==> config.mk <==
export PLATFORM = sky130hd
export DESIGN_NAME = joy_db15_responder
export DESIGN_NICKNAME = d
export VERILOG_FILES = /design/src/rtl/joy_db15_pkg.sv /design/src/rtl/joy_db15_responder_sync_filter.sv /design/src/rtl/joy_db15_responder.sv
export SDC_FILE = /design/constraint.sdc
export NUM_CORES = 1
export LEC_CHECK = 0
export CAP_MARGIN = 20
export CELL_PAD_IN_SITES_DETAIL_PLACEMENT = 0
export CELL_PAD_IN_SITES_GLOBAL_PLACEMENT = 1
export CORE_MARGIN = 5
export CORE_UTILIZATION = 35
export DETAILED_ROUTE_END_ITERATION = 16
export PLACE_DENSITY = 0.71
export SYNTH_ARGS = -nofsm -noshare
export SYNTH_HDL_FRONTEND = slang
export SYNTH_SLANG_ARGS = --single-unit
==> constraint.sdc <==
create_clock -name clk -period 1.83 [get_ports clk]
set_input_delay 0.366 -clock clk [delete_from_list [all_inputs] [get_ports clk]]
set_output_delay 0.366 -clock clk [all_outputs]
set_load 0.05 [all_outputs]
==> src/rtl/joy_db15_pkg.sv <==
// Shared definitions for the DB15 SNAC joystick link (responder and reader-side models).
package joy_db15_pkg;

  localparam int unsigned PAD_BITS_DEFAULT   = 16;
  localparam int unsigned FRAME_BITS_DEFAULT = 2 * PAD_BITS_DEFAULT;

  typedef enum logic [1:0] {
    IDLE,
    LOADED,
    SHIFT,
    DONE
  } state_t;

  // Bit index has to be able to hold the full frame length, not just the last index.
  function automatic int unsigned idx_width(input int unsigned frame_bits);
    return $clog2(frame_bits + 1);
  endfunction

endpackage

==> src/rtl/joy_db15_responder_sync_filter.sv <==
// Asynchronous pin synchronizer followed by a level filter and registered edge pulses.
module sync_filter #(
  parameter int unsigned SYNC_STAGES = 2,
  parameter int unsigned FILT_LEN    = 2
) (
  input  logic clk,
  input  logic reset,
  input  logic din,
  output logic level,
  output logic rise,
  output logic fall
);

  localparam int unsigned CNT_W = (FILT_LEN > 1) ? $clog2(FILT_LEN) : 1;
  localparam logic [CNT_W-1:0] CNT_LAST = CNT_W'(FILT_LEN - 1);

  logic [SYNC_STAGES-1:0] sync_q;
  logic [CNT_W-1:0]       cnt_q;
  logic                   synced;

  assign synced = sync_q[SYNC_STAGES-1];

  // A new level is accepted only after FILT_LEN consecutive differing samples.
  always_ff @(posedge clk) begin
    if (reset) begin
      sync_q <= '1;
      cnt_q  <= '0;
      level  <= 1'b1;
      rise   <= 1'b0;
      fall   <= 1'b0;
    end else begin
      sync_q <= {sync_q[SYNC_STAGES-2:0], din};
      rise   <= 1'b0;
      fall   <= 1'b0;
      if (synced == level) begin
        cnt_q <= '0;
      end else if (cnt_q == CNT_LAST) begin
        level <= synced;
        rise  <= synced;
        fall  <= ~synced;
        cnt_q <= '0;
      end else begin
        cnt_q <= cnt_q + 1'b1;
      end
    end
  end

endmodule

==> src/rtl/joy_db15_responder.sv <==
// Emulates the 74HC165 chain of a DB15 adapter: parallel pad words in, active-low serial out.
module joy_db15_responder
  import joy_db15_pkg::*;
#(
  parameter int unsigned PAD_BITS    = PAD_BITS_DEFAULT,
  parameter int unsigned SYNC_STAGES = 2,
  parameter int unsigned FILT_LEN    = 2,
  parameter int unsigned TIMEOUT_CYC = 48000,
  localparam int unsigned FRAME_BITS = 2 * PAD_BITS,
  localparam int unsigned IDX_W      = idx_width(FRAME_BITS)
) (
  input  logic                clk,
  input  logic                reset,
  input  logic [PAD_BITS-1:0] joystick1,
  input  logic [PAD_BITS-1:0] joystick2,
  input  logic                JOY_CLK,
  input  logic                JOY_LOAD,
  output logic                JOY_DATA,
  output logic                host_active,
  output logic                frame_done,
  output logic [IDX_W-1:0]    bit_idx
);

  localparam int unsigned       WD_W     = $clog2(TIMEOUT_CYC + 1);
  localparam logic [WD_W-1:0]   WD_MAX   = WD_W'(TIMEOUT_CYC);
  localparam logic [IDX_W-1:0]  IDX_LAST = IDX_W'(FRAME_BITS - 1);

  state_t                state_q, state_d;
  logic [FRAME_BITS-1:0] sr_q, sr_d;
  logic [IDX_W-1:0]      idx_d;
  logic                  done_d;
  logic [WD_W-1:0]       wd_q;
  logic                  seen_q;

  logic clk_lvl, clk_rise, clk_fall;
  logic load_lvl, load_rise, load_fall;
  logic unused_clk;

  sync_filter #(.SYNC_STAGES(SYNC_STAGES), .FILT_LEN(FILT_LEN)) u_clk_filt (
    .clk(clk), .reset(reset), .din(JOY_CLK),
    .level(clk_lvl), .rise(clk_rise), .fall(clk_fall)
  );

  sync_filter #(.SYNC_STAGES(SYNC_STAGES), .FILT_LEN(FILT_LEN)) u_load_filt (
    .clk(clk), .reset(reset), .din(JOY_LOAD),
    .level(load_lvl), .rise(load_rise), .fall(load_fall)
  );

  assign unused_clk  = clk_lvl ^ clk_fall;
  assign host_active = seen_q && (wd_q != WD_MAX);

  // Load level is checked first so it dominates both shifting and timeout.
  always_comb begin
    state_d = state_q;
    sr_d    = sr_q;
    idx_d   = bit_idx;
    done_d  = 1'b0;
    if (!load_lvl) begin
      state_d = LOADED;
      sr_d    = ~{joystick1, joystick2};
      idx_d   = '0;
    end else if ((wd_q == WD_MAX) && (state_q != IDLE)) begin
      state_d = IDLE;
      sr_d    = '1;
    end else begin
      case (state_q)
        LOADED: if (load_rise) state_d = SHIFT;
        SHIFT: begin
          if (clk_rise) begin
            sr_d  = {sr_q[FRAME_BITS-2:0], 1'b1};
            idx_d = bit_idx + 1'b1;
            if (bit_idx == IDX_LAST) begin
              state_d = DONE;
              done_d  = 1'b1;
            end
          end
        end
        DONE: if (clk_rise) sr_d = {sr_q[FRAME_BITS-2:0], 1'b1};
        default: ;
      endcase
    end
  end

  always_ff @(posedge clk) begin
    if (reset) begin
      state_q    <= IDLE;
      sr_q       <= '1;
      bit_idx    <= '0;
      frame_done <= 1'b0;
      JOY_DATA   <= 1'b1;
      wd_q       <= '0;
      seen_q     <= 1'b0;
    end else begin
      state_q    <= state_d;
      sr_q       <= sr_d;
      bit_idx    <= idx_d;
      frame_done <= done_d;
      JOY_DATA   <= sr_q[FRAME_BITS-1];
      if (load_fall) begin
        wd_q   <= '0;
        seen_q <= 1'b1;
      end else if (wd_q != WD_MAX) begin
        wd_q <= wd_q + 1'b1;
      end
    end
  end

endmodule
==> impl_summary.txt, run 1 <==
----------------------------------------------------
[Layout]
  Growth of design area from synthesis to finish ... 35.5%
  Non-filler instance count after layout ... 528
  Nets ... 454
  Cell area after layout ... 4290 µm²
  Utilization of the core after routing ... 48.9%
  Antenna diodes ... 0
  Fraction of layout instances using a drive strength above 1 ... 25.2%

[Setup path]
  Number of stages on the worst setup path ... 5
  CP max-delay cell ... dfxtp_4
  Worst R2R Start ... wd_q[0]
  Worst setup EP type ... output pin
  Buf+Inv Stages, Crit Path ... 2
  Source of the critical timing path ... wd_q[5]
  Capturing point of the worst reg2reg path ... bit_idx[4]
  Worst Setup Start Kind ... flip-flop
  Slowest cell delay on critical path ... 0.36 ns
  Arrival time at the worst endpoint ... 1.58 ns
  Kind of cell with the highest combined delay on the critical path ... simple AND/OR/NAND/NOR gates
  Slack of the worst reg-to-reg path ... -0.06 ns
  Required time of the critical path ... 1.46 ns
  Logic depth of the worst register-to-register path ... 8
  Max Fanout on Critical Path ... 2
  Endpoint of the most critical setup path ... host_active
  Chain of cells forming the critical path ... nor4b_4, buf_4, nand4_1, and2_4, buf_12
  Path type of the worst setup path ... flip-flop to output pin

[Synthesis]
  Synthesized Nets ... 398
  Largest area contributor in the synthesized netlist ... dfxtp_1
  Leading post-synthesis cells by instance count ... dfxtp_1, nor2_1, nand2_1
  Proportion of synthesized chip area in sequential cells ... 44.3%
  Average footprint of a synthesized cell ... 8.81 µm²
  Top-area cell type share of the netlist area ... 44.3%
  Post-Syn Instances ... 359
  Most used standard cell by instance count after synthesis ... dfxtp_1
  Unique masters post-synth ... 49
  Primary FF master, synth ... dfxtp_1
  Warnings, synthesis ... 0
  Async set or reset register ratio after synthesis ... 0%
  Combined area of all synthesized cells ... 3160 µm²
  Ranking of synthesized cells by area ... dfxtp_1, a221oi_1, a22o_1, nor2_1, nand2_1
  Flip-flop and latch count after synthesis ... 70
  Number of enable-type register cells in the synthesized netlist ... 0

[Place]
  Count of buffers inserted at the top-level ports ... 44
  Post-placement cell area ... 3870 µm²
  Post-DP HPWL ... 4730 µm
  Setup slack at placement ... 0.0161 ns
  RePlAce Congestion ... 0.746
  Post-Place Cells ... 508

[Hold path]
  Worst hold path startpoint ... u_clk_filt.sync_q[0]
  Type of the worst min-delay path ... flip-flop to flip-flop

[STA]
  Measured slew at the worst slew-check pin ... 0.488 ns
  Number of pins with negative max-slew slack in the final report ... 0
  Share of the clock period used by the worst path ... 106%
  Worst Slack Setup Final ... -0.118 ns
  Unrepaired setup endpoints after global routing ... true
  Final Hold Fails ... 0
  Setup clock skew after layout ... 0.0123 ns
  Achievable clock frequency ... 0.513 GHz
  Worst slew margin relative to its limit ... 67.6%
  Final worst path period need ... 1.95 ns
  Setup Viol. Count Final ... 3

[Global routing]
  Wire length of the first global-routing pass ... 12300 µm
  Global-route total usage across every layer ... 13.1%
  Largest net degree at the start of global routing ... 67
  Antenna violations before repair ... 0
  Via count of the first global-routing pass ... 2651
  Aggregate global routing overflow ... 0

[Floorplan]
  Area of the core ... 8760 µm²
  Die width ... 105 µm
  Full die area ... 11000 µm²
  Row count ... 34
  Die height ... 105 µm
  Initial core utilization ... 36.1%
  Boundary pin count ... 45

[Drt]
  Detailed router's first-iteration violation count ... 109
  WL per Instance ... 13.8 µm
  DRT Wirelength ... 7280 µm
  Routed vias/inst ... 5.27
  Total via count after detailed routing ... 2785
  Post-detailed-route count of antenna-violating nets ... 0
  Post-route DRC ... 0
  Length of the first detailed-routing pass in iterations ... 4

[Clock network]
  Maximum buffer depth of the clock tree ... 2
  Clock network latency to the later pin of the worst-skew pair ... 0.35 ns
  Deepest level of the CTS H-tree ... 3
  Clock net sink count ... 70
  Clock root buffer ... clkbuf_8
  Post-CTS Hold Buffers ... 0
  Clock tree from TritonCTS ... built
  Clock edge transition at the registers on the reported setup and hold paths ... 0.07 ns
  TritonCTS Buffers ... 9

[Run status]
  Run status ... complete, but fails checks
  Violations in the final reports ... negative setup slack

[Pwr]
  Total power draw ... 3.26 mW
  Reported leakage power ... 1.62 nW
  Power Density ... 761 nW/µm²
  Max VDD drop ... 0.000419 V

[Run]
  Max-capacitance violation count ... 0

----------------------------------------------------
==> area by class of cell <==
class / instances / area (µm²)
fill: 870 / 4480
multi-input combinational: 255 / 1810
sequential: 70 / 1410
timing repair buffer: 72 / 692
tap: 108 / 135
clock buffer: 10 / 128
clock inverter: 6 / 86.3
inverter: 7 / 26.3
==> how the worst min path moves through the flow <==
stage / cells past startpoint / end / slack (ns)
CTS: 1 / u_clk_filt.sync_q[1] / 0.42
global route: 1 / u_load_filt.sync_q[1] / 0.43
global placement: 1 / u_clk_filt.sync_q[1] / 0.39
detailed placement: 1 / u_clk_filt.sync_q[1] / 0.40
floorplan: 1 / u_clk_filt.sync_q[1] / 0.39
finish: 1 / u_clk_filt.sync_q[1] / 0.41
==> cells by family after synthesis <==
| group | synth area share, % |
|---|---|
| simple gates | 22.9 |
| compound gates | 23.1 |
| mux | 1.07 |
| xor+xnor | 3.32 |
| buf+inv | 4.16 |
| flops | 44.3 |
| fa+ha+maj | 1.19 |
==> stage by stage <==
stage	hold WS (ns)	TNS, ns
after CTS	0.416	-0.314
after global routing	0.428	-0.722
final	0.410	-0.214
after global placement	0.391	0
after detailed placement	0.398	0
after floorplan	0.389	0
==> sequential cells by signal, summed over array words and instances (netlist names) <==
register            count
sr_q                   32
state_q                 2
u_clk_filt.level        1
u_load_filt.sync_q      2
bit_idx                 6
wd_q                   16
JOY_DATA                1
u_load_filt.cnt_q       1
u_load_filt.level       1
u_clk_filt.sync_q       2
u_clk_filt.rise         1
seen_q                  1
frame_done              1
u_clk_filt.cnt_q        1
u_load_filt.fall        1
u_load_filt.rise        1
==> power breakdown <==
part | switching [mW] | internal (mW) | total, mW
registers | 0.0208 | 1.55 | 1.57
logic | 0.163 | 0.177 | 0.340
clock network | 0.589 | 0.765 | 1.35
total | 0.773 | 2.49 | 3.26
==> what timing repair did <==
| item | 4_1_cts | 5_1_grt |
|---|---|---|
| buffers inserted | 3 | 1 |
| pin swaps | 3 | 4 |
| gates resized for setup | 6 | 31 |
| setup endpoints to repair | 2 | 38 |
==> layer usage <==
layer	global-route usage, %	wire length (µm)	vias up
li1	-	-	1431
met1	17.5	3580	1303
met2	20.3	3320	44
met3	4.38	299	7
met4	3.56	81	0
met5	0	0	-
==> placed cells by master (no fill, tap or decap), drive strengths merged, types with 3 or more instances in the layout <==
cell type      instances
a211o                  3
a21oi                 15
a221oi                29
a22o                  29
and3                   3
buf                   36
clkbuf                10
clkdlybuf4s50         35
clkinv                 3
dfxtp                 70
ha                     3
inv                    7
mux2                   3
nand2                 42
nand3                  8
nand4                  4
nor2                  48
nor3                   7
o21ai                  6
or2                    7
or3                    6
xnor2                  8
xor2                   4
Power figures use the tool's default switching activity.
==> run 2, diff against run 1 <==
--- a/config.mk
+++ b/config.mk
@@ -12,6 +12,7 @@
 export CORE_UTILIZATION = 35
 export DETAILED_ROUTE_END_ITERATION = 16
 export PLACE_DENSITY = 0.71
+export SLEW_MARGIN = 30
 export SYNTH_ARGS = -nofsm -noshare
 export SYNTH_HDL_FRONTEND = slang
 export SYNTH_SLANG_ARGS = --single-unit
==> results of run 2 <==
The final DEF is identical to that of run 1; final timing and power are the same.
